$ cat config.mk
export PLATFORM = sky130hd
export DESIGN_NAME = muon_report_tx
export DESIGN_NICKNAME = d
export VERILOG_FILES = /design/src/rtl/muon_report_pkg.sv /design/src/rtl/muon_report_tx_uart.sv /design/src/rtl/muon_report_tx.sv
export SDC_FILE = /design/constraint.sdc
export NUM_CORES = 1
export LEC_CHECK = 0
export BUFFER_PORTS_ARGS = -buffer_cell sky130_fd_sc_hd__buf_2
export CAP_MARGIN = 25
export CORE_MARGIN = 2
export CORE_UTILIZATION = 55
export DETAILED_ROUTE_END_ITERATION = 10
export GPL_ROUTABILITY_DRIVEN = 0
export PLACE_DENSITY = 0.77
export SLEW_MARGIN = 10
export SYNTH_ARGS = -nofsm -noshare
export SYNTH_HDL_FRONTEND = slang
export SYNTH_SLANG_ARGS = --single-unit
$ cat constraint.sdc
create_clock -name clk -period 9.9 [get_ports clk]
set_clock_uncertainty 0.05 [all_clocks]
set_input_delay 0.99 -clock clk [delete_from_list [all_inputs] [get_ports clk]]
set_output_delay 0.99 -clock clk [all_outputs]
set_load 0.02 [all_outputs]
$ cat src/rtl/muon_report_pkg.sv
// Shared definitions for the muon report transmitter.
//   - ASCII constants used to build the report line
//   - FRAME_LEN for the plain (29-byte) and checksummed (32-byte) frames
//   - byte-FSM state enum shared by the top and the bit serialiser
//   - helpers: nibble -> ASCII digit, nibble -> uppercase hex, frame byte lookup
// Optional feature macro: REPORT_CHECKSUM_EN (appends "*HH" before CR LF).
package muon_report_pkg;

  localparam logic [7:0] ASCII_COLON = 8'h3A;
  localparam logic [7:0] ASCII_SPACE = 8'h20;
  localparam logic [7:0] ASCII_CR    = 8'h0D;
  localparam logic [7:0] ASCII_LF    = 8'h0A;
  localparam logic [7:0] ASCII_STAR  = 8'h2A;
  localparam logic [7:0] ASCII_QMARK = 8'h3F;
  localparam logic [7:0] ASCII_ZERO  = 8'h30;
  localparam logic [7:0] ASCII_A     = 8'h41;

  // "A:dddd B:dddd C:dddd D:dddd" - the part covered by the checksum
  localparam int DATA_LEN        = 27;
  localparam int FRAME_LEN_PLAIN = 29;
  localparam int FRAME_LEN_CSUM  = 32;
`ifdef REPORT_CHECKSUM_EN
  localparam int FRAME_LEN = FRAME_LEN_CSUM;
`else
  localparam int FRAME_LEN = FRAME_LEN_PLAIN;
`endif

  typedef enum logic [2:0] {IDLE, LOAD, START, DATA, STOP} state_t;

  // BCD nibble to ASCII digit; values above 9 are not BCD and print as '?'
  function automatic logic [7:0] nibble_ascii(input logic [3:0] n);
    return (n < 4'd10) ? (ASCII_ZERO + {4'd0, n}) : ASCII_QMARK;
  endfunction

  // Nibble to uppercase hex digit (0x37 + 10 = 'A')
  function automatic logic [7:0] hex_ascii(input logic [3:0] n);
    return (n < 4'd10) ? (ASCII_ZERO + {4'd0, n}) : (8'h37 + {4'd0, n});
  endfunction

  // Byte idx (0..26) of the data part; snap = {A, B, C, D}.
  // Each field is 7 bytes: letter, ':', four digits, ' ' (the last space
  // position of field D falls at index 27 and is never requested here).
  function automatic logic [7:0] field_byte(input logic [4:0] idx, input logic [63:0] snap);
    logic [1:0]  field;
    logic [2:0]  pos;
    logic [15:0] word;
    logic [3:0]  nib;
    if (idx < 5'd7) begin
      field = 2'd0; pos = idx[2:0];
    end else if (idx < 5'd14) begin
      field = 2'd1; pos = 3'(idx - 5'd7);
    end else if (idx < 5'd21) begin
      field = 2'd2; pos = 3'(idx - 5'd14);
    end else begin
      field = 2'd3; pos = 3'(idx - 5'd21);
    end
    case (field)
      2'd0:    word = snap[63:48];
      2'd1:    word = snap[47:32];
      2'd2:    word = snap[31:16];
      default: word = snap[15:0];
    endcase
    case (pos)
      3'd2:    nib = word[15:12];
      3'd3:    nib = word[11:8];
      3'd4:    nib = word[7:4];
      default: nib = word[3:0];
    endcase
    case (pos)
      3'd0:    return ASCII_A + {6'd0, field};
      3'd1:    return ASCII_COLON;
      3'd6:    return ASCII_SPACE;
      default: return nibble_ascii(nib);
    endcase
  endfunction

endpackage

$ cat src/rtl/muon_report_tx_uart.sv
// uart_tx_byte: 8N1 bit serialiser with its own bit timer.
// Ports:
//   clk, reset  system clock, synchronous active-high reset
//   load        accept data when ready=1
//   data [7:0]  byte to send, LSB first
//   ready       idle, or in the final cycle of the stop bit (back-to-back load)
//   tx          registered serial output, idle high
module uart_tx_byte
  import muon_report_pkg::*;
#(
  parameter int CLKS_PER_BIT = 868
) (
  input  logic       clk,
  input  logic       reset,
  input  logic       load,
  input  logic [7:0] data,
  output logic       ready,
  output logic       tx
);

  localparam int TW = (CLKS_PER_BIT > 1) ? $clog2(CLKS_PER_BIT) : 1;
  localparam logic [TW-1:0] TLAST = TW'(CLKS_PER_BIT - 1);

  state_t      state;
  logic [TW-1:0] timer;
  logic [2:0]  bit_idx;
  logic [7:0]  shift;
  logic        tx_q;

  // Accepting in the last stop cycle lets the next start bit follow with no gap.
  assign ready = (state == IDLE) || ((state == STOP) && (timer == TLAST));
  assign tx    = tx_q;

  always_ff @(posedge clk) begin
    if (reset) begin
      state   <= IDLE;
      timer   <= '0;
      bit_idx <= 3'd0;
      shift   <= 8'h00;
      tx_q    <= 1'b1;
    end else begin
      case (state)
        IDLE: begin
          tx_q    <= 1'b1;
          timer   <= '0;
          bit_idx <= 3'd0;
          if (load) begin
            shift <= data;
            tx_q  <= 1'b0;
            state <= START;
          end
        end
        START: begin
          if (timer == TLAST) begin
            timer   <= '0;
            bit_idx <= 3'd0;
            tx_q    <= shift[0];
            state   <= DATA;
          end else begin
            timer <= timer + 1'b1;
          end
        end
        DATA: begin
          if (timer == TLAST) begin
            timer <= '0;
            if (bit_idx == 3'd7) begin
              tx_q  <= 1'b1;
              state <= STOP;
            end else begin
              bit_idx <= bit_idx + 3'd1;
              shift   <= {1'b0, shift[7:1]};
              tx_q    <= shift[1];
            end
          end else begin
            timer <= timer + 1'b1;
          end
        end
        STOP: begin
          if (timer == TLAST) begin
            timer <= '0;
            if (load) begin
              shift <= data;
              tx_q  <= 1'b0;
              state <= START;
            end else begin
              state <= IDLE;
            end
          end else begin
            timer <= timer + 1'b1;
          end
        end
        default: begin
          state <= IDLE;
          tx_q  <= 1'b1;
        end
      endcase
    end
  end

endmodule

$ cat src/rtl/muon_report_tx.sv
// muon_report_tx: sends the four BCD result words as one ASCII line over UART 8N1,
//   "A:dddd B:dddd C:dddd D:dddd\r\n" (with REPORT_CHECKSUM_EN: "...D:dddd*HH\r\n").
// Ports:
//   clk, reset           system clock, synchronous active-high reset
//   start                request a frame; honoured only while busy=0
//   digits_A..digits_D   16-bit BCD words, [15:12] most significant; snapshotted on accept
//   tx                   UART serial output, idle high
//   busy                 high from the cycle after accept until frame end
//   done                 one-cycle pulse at frame end (busy already low in that cycle)
// Macro: REPORT_CHECKSUM_EN adds '*' and two hex digits (XOR of bytes 0..26).
module muon_report_tx
  import muon_report_pkg::*;
#(
  parameter int CLK_FREQ = 100_000_000,
  parameter int BAUD     = 115200
) (
  input  logic        clk,
  input  logic        reset,
  input  logic        start,
  input  logic [15:0] digits_A,
  input  logic [15:0] digits_B,
  input  logic [15:0] digits_C,
  input  logic [15:0] digits_D,
  output logic        tx,
  output logic        busy,
  output logic        done
);

  localparam int CLKS_PER_BIT = CLK_FREQ / BAUD;
  localparam logic [4:0] LAST = 5'(FRAME_LEN - 1);

  state_t      state;
  logic [4:0]  index;
  logic [63:0] snap;
  logic        busy_q;
  logic        done_q;
  logic [4:0]  sel;
  logic [7:0]  frame_byte;
  logic        byte_load;
  logic        byte_ready;

  assign busy = busy_q;
  assign done = done_q;

  // Byte to hand the serialiser: byte 0 in LOAD, otherwise the one after the byte in flight.
  always_comb begin
    sel = (state == LOAD) ? 5'd0 : (index + 5'd1);
  end

`ifdef REPORT_CHECKSUM_EN
  logic [7:0] csum;

  // XOR of the data part of the frame, from the snapshot.
  always_comb begin
    csum = 8'h00;
    for (int i = 0; i < DATA_LEN; i++) begin
      csum = csum ^ field_byte(5'(i), snap);
    end
  end
`endif

  // Frame multiplexer: data part from the snapshot, then the line tail.
  always_comb begin
    frame_byte = ASCII_LF;
    if (sel < 5'(DATA_LEN)) begin
      frame_byte = field_byte(sel, snap);
    end else begin
`ifdef REPORT_CHECKSUM_EN
      case (sel)
        5'd27:   frame_byte = ASCII_STAR;
        5'd28:   frame_byte = hex_ascii(csum[7:4]);
        5'd29:   frame_byte = hex_ascii(csum[3:0]);
        5'd30:   frame_byte = ASCII_CR;
        default: frame_byte = ASCII_LF;
      endcase
`else
      if (sel == 5'd27) begin
        frame_byte = ASCII_CR;
      end else begin
        frame_byte = ASCII_LF;
      end
`endif
    end
  end

  // DATA here means "frame in progress, a byte is in the serialiser".
  assign byte_load = (state == LOAD) ||
                     ((state == DATA) && byte_ready && (index != LAST));

  uart_tx_byte #(.CLKS_PER_BIT(CLKS_PER_BIT)) u_uart (
    .clk   (clk),
    .reset (reset),
    .load  (byte_load),
    .data  (frame_byte),
    .ready (byte_ready),
    .tx    (tx)
  );

  // Frame sequencing: accept/snapshot, byte index, busy and done.
  always_ff @(posedge clk) begin
    if (reset) begin
      state  <= IDLE;
      index  <= 5'd0;
      snap   <= 64'h0;
      busy_q <= 1'b0;
      done_q <= 1'b0;
    end else begin
      done_q <= 1'b0;
      case (state)
        IDLE: begin
          if (start) begin
            snap   <= {digits_A, digits_B, digits_C, digits_D};
            index  <= 5'd0;
            busy_q <= 1'b1;
            state  <= LOAD;
          end
        end
        LOAD: begin
          state <= DATA;
        end
        DATA: begin
          if (byte_ready) begin
            if (index == LAST) begin
              index  <= 5'd0;
              busy_q <= 1'b0;
              done_q <= 1'b1;
              state  <= IDLE;
            end else begin
              index <= index + 5'd1;
            end
          end
        end
        default: begin
          state  <= IDLE;
          busy_q <= 1'b0;
        end
      endcase
    end
  end

endmodule

== Word level (Yosys, flattened, before mapping) ==
Index checks and enable logic that the tools add are counted.

* Add/sub/neg operators: 8
* Multipliers: 0
* Divide/modulo/power cells: 0
* Order comparisons: 5
* Equality and inequality tests: 27
* Shifts and indexed selects: 0
* Muxes and demuxes: 54
* Bitwise operators: 3
* Reduce and logical (&&, ||, !) cells: 23

{| class="wikitable"
|+ Operator list
! operator !! count
|-
| $mux W3 || 16
|-
| $pmux W16 S3 || 1
|-
| $pmux W8 S3 || 2
|-
| $mux W8 || 5
|-
| $mux W5 || 4
|-
| $pmux W10 S2 || 1
|-
| $pmux W3 S3 || 2
|-
| $reduce_and A4 Y1 || 4
|-
| $eq A3 B2 Y1 const B || 5
|-
| $eq A3 B3 Y1 const B || 4
|-
| $ne A2 B2 Y1 const B || 6
|-
| $pmux W3 S4 || 1
|-
| $pmux W4 S3 || 1
|-
| $mux W1 || 11
|-
| $add A10 B1 Y10 const B || 1
|-
| $eq A10 B10 Y1 const B || 1
|-
| $eq A5 B5 Y1 const B || 2
|-
| $lt A5 B5 Y1 const B || 2
|-
| $mux W10 || 1
|-
| $pmux W5 S2 || 1
|-
| $logic_not A3 Y1 || 3
|-
| $sub A3 B3 Y3 const B || 3
|-
| $add A7 B2 Y8 const A || 1
|-
| $mux W2 || 4
|-
| 25 further kinds || 38
|}

* Bits in registers: 99
* Bits in latches: 0
* Bits in writable memories: 0
* ROM bits: 0
* Bits of input ports: 67
* Output and inout bits: 3
* Logic and storage cells: 130
* Memories: 0

== Depth between registers and ports, before layout ==
* Depth in word-level cells: 18
* Mapped depth: 18
* Gate-level depth less buffers: 15

== Modules after synthesis ==
Synthesis repeated with hierarchy kept, for this count alone.

* Cells, all modules: 643
* Area, all modules: 5,157.4 sq um

{| class="wikitable"
|+ Modules (own cells, without submodules)
! module !! instances !! cells an instance !! area an instance (sq um) !! sequential area each (sq um)
|-
| muon_report_tx || 1 || 495 || 3,783.6 || 1,461.4
|-
| uart_tx_byte || 1 || 148 || 1,373.8 || 500.5
|}

== Least setup slack after synthesis ==
Ideal clock, no wire load.

* Path type: register to register
* Start point: register index[0]
* End point: register u_uart.shift[1]
* Arrival: 3.446 ns
* Slack: 6.270 ns
* Cell stages (with the launch flop): 17
* Buffers on the path: 2
* Period minus slack after synthesis: 3.630 ns
* Path through: dfxtp_1 -> ha_1 -> xnor2_1 -> nor2_1 -> ha_1 -> buf_2 -> xnor2_1 -> nor2_1 -> o211a_1 -> buf_2 -> mux2i_2 -> o21ai_4 -> xor2_1 -> o221a_2 -> or3_1 -> a2111oi_2 -> a2111oi_2

* Cells in the longest elaborated chain, start to end: 18

{| class="wikitable"
|+ RTL lines
! element !! RTL line !! source
|-
| start, declared || muon_report_tx.sv:33 || <nowiki>logic [4:0] index;</nowiki>
|-
| start signal, assigned || muon_report_tx.sv:129 || <nowiki>index <= index + 5'd1;</nowiki>
|-
| $add A5 B1 Y5 || muon_report_tx.sv:47 || <nowiki>sel = (state == LOAD) ? 5'd0 : (index + 5'd1);</nowiki>
|-
| $mux W5 || muon_report_tx.sv:47 ||
|-
| $lt A5 B5 Y1 || muon_report_pkg.sv:52 || <nowiki>end else if (idx < 5'd21) begin</nowiki>
|-
| $mux W1 || muon_report_pkg.sv:52 ||
|-
| $mux W2 || muon_report_pkg.sv:50 || <nowiki>end else if (idx < 5'd14) begin</nowiki>
|-
| $mux W2 || muon_report_pkg.sv:48 || <nowiki>if (idx < 5'd7) begin</nowiki>
|-
| $mux W2 || muon_report_tx.sv:65 || <nowiki>if (sel < 5'(DATA_LEN)) begin</nowiki>
|-
| $eq A2 B2 Y1 (tied with other cells) || muon_report_pkg.sv:57 || <nowiki>case (field)</nowiki>
|-
| [... 2 more ...] || -- ||
|-
| $mux W4 || muon_report_tx.sv:65 ||
|-
| $add A6 B4 Y7 / $lt A4 B4 Y1 (equally long branches) || muon_report_pkg.sv:32 || <nowiki>return (n < 4'd10) ? (ASCII_ZERO + {4'd0, n}) : ASCII_QMARK;</nowiki>
|-
| $mux W7 || muon_report_pkg.sv:32 ||
|-
| $pmux W8 S3 || muon_report_pkg.sv:69 || <nowiki>case (pos)</nowiki>
|-
| $mux W8 || muon_report_tx.sv:65 ||
|-
| $mux W8 (*) || muon_report_tx_uart.sv:47, muon_report_tx_uart.sv:81 ||
|-
| $mux W8 || muon_report_tx_uart.sv:79 || <nowiki>if (timer == TLAST) begin</nowiki>
|-
| $pmux W8 S3 (*) || muon_report_tx_uart.sv:42 || <nowiki>case (state)</nowiki>
|-
| end signal, assigned || muon_report_tx_uart.sv:48 || <nowiki>shift <= data;</nowiki>
|-
| end signal, assigned || muon_report_tx_uart.sv:71 || <nowiki>shift <= {1'b0, shift[7:1]};</nowiki>
|-
| end signal, assigned || muon_report_tx_uart.sv:82 || <nowiki>shift <= data;</nowiki>
|-
| end, declared || muon_report_tx_uart.sv:27 || <nowiki>logic [7:0] shift;</nowiki>
|}

Every way passes the cells marked *; elsewhere a longest branch is shown, timed or not. The select of a mux whose other input is x is not followed.
A chain may end at the register's enable or synchronous reset.

== Final worst setup path ==
* Start point: register state[0]
* End point: register u_uart.shift[1]

* Cells in the longest elaborated chain, start to end: 18

{| class="wikitable"
|+ RTL lines
! element !! RTL line !! source
|-
| start, declared || muon_report_tx.sv:32 || <nowiki>state_t state;</nowiki>
|-
| start signal, assigned || muon_report_tx.sv:102 || <nowiki>state <= IDLE;</nowiki>
|-
| start signal, assigned || muon_report_tx.sv:115 || <nowiki>state <= LOAD;</nowiki>
|-
| start signal, assigned || muon_report_tx.sv:119 || <nowiki>state <= DATA;</nowiki>
|-
| $eq A3 B1 Y1 || muon_report_tx.sv:47, muon_report_tx.sv:87 ||
|-
| $mux W5 || muon_report_tx.sv:47 ||
|-
| $lt A5 B5 Y1 || muon_report_pkg.sv:52 ||
|-
| $mux W1 || muon_report_pkg.sv:52 ||
|-
| $mux W2 || muon_report_pkg.sv:50 ||
|-
| $mux W2 || muon_report_pkg.sv:48 ||
|-
| $mux W2 || muon_report_tx.sv:65 ||
|-
| $eq A2 B2 Y1 (tied with other cells) || muon_report_pkg.sv:57 ||
|-
| [... 2 more ...] || -- ||
|-
| $mux W4 || muon_report_tx.sv:65 ||
|-
| $add A6 B4 Y7 / $lt A4 B4 Y1 (equally long branches) || muon_report_pkg.sv:32 ||
|-
| $mux W7 || muon_report_pkg.sv:32 ||
|-
| $pmux W8 S3 || muon_report_pkg.sv:69 ||
|-
| $mux W8 || muon_report_tx.sv:65 ||
|-
| $mux W8 (*) || muon_report_tx_uart.sv:47, muon_report_tx_uart.sv:81 ||
|-
| $mux W8 || muon_report_tx_uart.sv:79 ||
|-
| $pmux W8 S3 (*) || muon_report_tx_uart.sv:42 ||
|}

Marks and branches as above.

==> impl_metrics.py <==
metrics = {
    "yosys": {
        "synth-async-reset-ratio_pct": 0,
        "synth_fp_nets": 726,
        "synth_cell_types": 70,
        "yosysTopAreaCell": "dfxtp_1",
        "yosysTopAreaCellShare_pct": 38.9,
        "mappedNetlistArea_um2": 5000,
        "avgSynthCellArea_um2": 7.70,
        "synthFlopType": "dfxtp_1",
        "yosysWarnings": 0,
        "ys_seq_area_share_pct": 38.9,
        "synth-edff-count": 0,
        "synth_area_leaders": "dfxtp_1, nand2_1, a21oi_1",
        "ys_ff_latch": 97,
        "synthesis.instances": 649,
    },
    "drt": {
        "drtPass1Iterations": 5,
        "drt_iter0_markers": 293,
        "wl_per_cell_um": 15.4,
        "vias_per_cell": 6.00,
        "postRouteAntennaNets": 0,
        "route.detailed.drc": 0,
        "vias": 4819,
        "routed_wl_um": 12400,
    },
    "floorplanning": {
        "ios": 70,
        "die_height_um": 99.3,
        "die-area_um2": 9860,
        "die_w_um": 99.3,
        "coreArea_um2": 8760,
        "row_count": 34,
        "start_util_pct": 57.0,
    },
    "critical_path": {
        "required_ns": 10.08,
        "r2r_cells": 13,
        "r2r_setup_slack_ns": 5.04,
        "critPathBufInv": 0,
        "cp-endpoint": "u_uart.shift[1]",
        "path_max_fanout": 18,
        "cp_cell_sequence": "nor2b_1 > nor2_1 > ha_1 > xnor2_1 > nor2_1 > o211a_1 > nand2_1 > nand4_4 > xor2_1 > o21ai_1 > or3b_1 > a2111oi_2 > a2111oi_2",
        "cp_num_cells": 13,
        "timing.rr.start": "state[0]",
        "arrival_ns": 5.03,
        "cp_slowest_cell": "nor2b_1",
        "start_kind": "flip-flop",
        "end_kind": "flip-flop",
        "r2r-end": "u_uart.shift[1]",
        "startpoint": "state[0]",
        "worstSetupPathType": "flip-flop to flip-flop",
        "max_stage_delay_ns": 0.82,
        "critical-path-top-delay-family": "simple AND/OR/NAND/NOR gates",
    },
    "cells_and_area": {
        "final_cell_area_um2": 5530,
        "layout-drive-gt1-share_pct": 16.7,
        "antennaDiodeCount": 0,
        "layout_common_cells": "nand2_1, a21oi_1, dfxtp_1",
        "mostFrequentLayoutCell": "nand2_1",
        "n_fill_cell": 798,
        "area_growth_pct": 10.7,
        "final_nets": 767,
    },
    "flow_run": {
        "cap_violations": 0,
    },
    "place": {
        "dp_hpwl_um": 8670,
        "port_buffers": 69,
        "placed_area_um2": 5330,
    },
    "sta": {
        "period_share_pct": 49.0,
        "max_slew_margin_pct": 33.5,
        "setup_viol": 0,
        "tightest_slew_ns": 0.996,
        "tns_ns": 0,
        "hold_viol": 0,
        "drv_slew": 0,
        "period_needed_ns": 4.86,
        "rsz0062_at_grt": "false",
        "fmax_ghz": 0.206,
    },
    "power": {
        "seq_power_share_pct": 54.8,
        "power_density_nw_per_um2": 140,
        "p_comb_share_pct": 12.2,
        "internal_power_uw": 546,
        "ir_worst_vdd_mv": 0.0769,
        "clkPwrFrac_pct": 33.0,
        "p_sw_share_pct": 29.4,
        "leakage_nw": 2.11,
        "p_sw_uw": 228,
    },
    "clocking": {
        "postCtsSetupBuffers": 0,
        "ctsHtreeMaxLevel": 3,
        "clk_pin_slew_ns": 0.11,
        "cts_buffer_depth": 2,
        "clk_latency_ns": 0.38,
        "root_buffer": "clkbuf_8",
        "numClockSinks": 97,
        "cts_made_buffers": 9,
        "cts_hold_buf": 0,
        "cts_tree": "done",
        "cts-resized-gates": 0,
    },
    "global_route": {
        "grt_overflow": 0,
        "grt_pass1_wl_um": 20800,
        "grt_max_degree": 89,
        "grt_pass1_vias": 4495,
        "antenna_found_initial": 0,
        "grtUsageTotal_pct": 25.6,
    },
    "status": {
        "outcome": "complete, no violations",
    },
    "hold_path": {
        "hp-class": "flip-flop to flip-flop",
    },
}
[cells by family after synthesis]
kind of cell	Yosys count	synth area share [%]
muxes	8	1.78
buffers and inverters	53	4.56
and+or+nand+nor	287	25.7
AOI/OAI and AO/OA	177	23.3
xor gates and xnor gates	17	3.28
DFF	97	38.9
adders and majority gates	10	2.50
[metrics by stage]
step / instances / power [mW] / hold WS [ns] / worst slack (ns) / util [%]
after floorplan: 649 / 0.494 / 0.382 / 6.27 / -
after global placement: 786 / 0.523 / 0.391 / 5.11 / 60.8
after detailed placement: 786 / 0.526 / 0.398 / 4.74 / 60.8
after CTS: 802 / 0.779 / 0.413 / 4.66 / 63.0
after global routing: 803 / 0.808 / 0.422 / 4.76 / 63.1
final: 803 / 0.773 / 0.411 / 5.04 / 63.1
[worst min-delay path by stage]
stage / start / end / slack, ns / cells past startpoint
after floorplan: u_uart.shift[4] / u_uart.shift[4] / 0.38 / 2
after global placement: snap[17] / snap[17] / 0.39 / 2
after detailed placement: snap[58] / snap[58] / 0.40 / 2
after CTS: snap[19] / snap[19] / 0.41 / 2
after global routing: u_uart.shift[4] / u_uart.shift[4] / 0.42 / 2
final: snap[57] / snap[57] / 0.41 / 2
[per-layer routing]
layer / share of wire [%] / vias up / track usage, %
met5: 0 / - / 0
met4: 2.3 / 0 / 8.96
met3: 4.5 / 28 / 3.79
met2: 52 / 151 / 45.9
met1: 42 / 2295 / 31.2
li1: - / 2345 / -
[tightest hold or removal path, stage by stage (launching register included)]
cell     delay, ns
dfxtp_1       0.32
nand2_1       0.05
a21oi_1       0.05
[power groups by stage]
stage               Combinational [mW]  Clock [mW]  Sequential (mW)
finish                          0.0943       0.255            0.424
global placement                0.0905           0            0.432
floorplan                       0.0664           0            0.428
global route                     0.107       0.276            0.426
CTS                             0.0941       0.261            0.424
detailed placement              0.0933           0            0.433
[registers in the layout, indices dropped and copies added, names as in the netlist]
register / count
busy: 1
u_uart.state: 3
u_uart.timer: 10
done: 1
u_uart.tx: 1
index: 5
u_uart.shift: 7
state: 2
u_uart.bit_idx: 3
snap: 64
[area by class of cell]
| type | count | area (um^2) | share of cell area [%] |
|---|---|---|---|
| Inverter | 9 | 33.8 | 0.611 |
| Clock inverter | 7 | 73.8 | 1.33 |
| Timing Repair Buffer | 74 | 383 | 6.92 |
| Multi-Input combinational cell | 499 | 2840 | 51.3 |
| Clock buffer | 9 | 124 | 2.24 |
| Tap cell | 108 | 135 | 2.44 |
| Sequential cell | 97 | 1940 | 35.1 |
[cells in the mapped netlist, types with 3 or more instances]
| library cell | count |
|---|---|
| buf_2 | 8 |
| nor3_1 | 10 |
| xnor2_1 | 6 |
| nand2_1 | 172 |
| nor4_1 | 3 |
| a2111oi_0 | 4 |
| nand3_2 | 3 |
| dfxtp_1 | 97 |
| xor2_1 | 9 |
| clkbuf_1 | 32 |
| mux2i_1 | 5 |
| o21ai_0 | 11 |
| a211oi_1 | 4 |
| a31oi_1 | 3 |
| nor2_1 | 44 |
| a211o_1 | 4 |
| a222oi_1 | 10 |
| nand2b_1 | 3 |
| nor2b_1 | 7 |
| ha_1 | 10 |
| or3_1 | 4 |
| a221oi_1 | 3 |
| nand3_1 | 11 |
| and3_1 | 5 |
| a21boi_0 | 4 |
| a21oi_1 | 98 |
| buf_4 | 3 |
| o21ai_1 | 5 |
| nor3b_1 | 4 |
| inv_1 | 7 |
| nand3b_1 | 3 |
| nand4_1 | 4 |
Note: power is estimated with default switching activity, not from simulation.
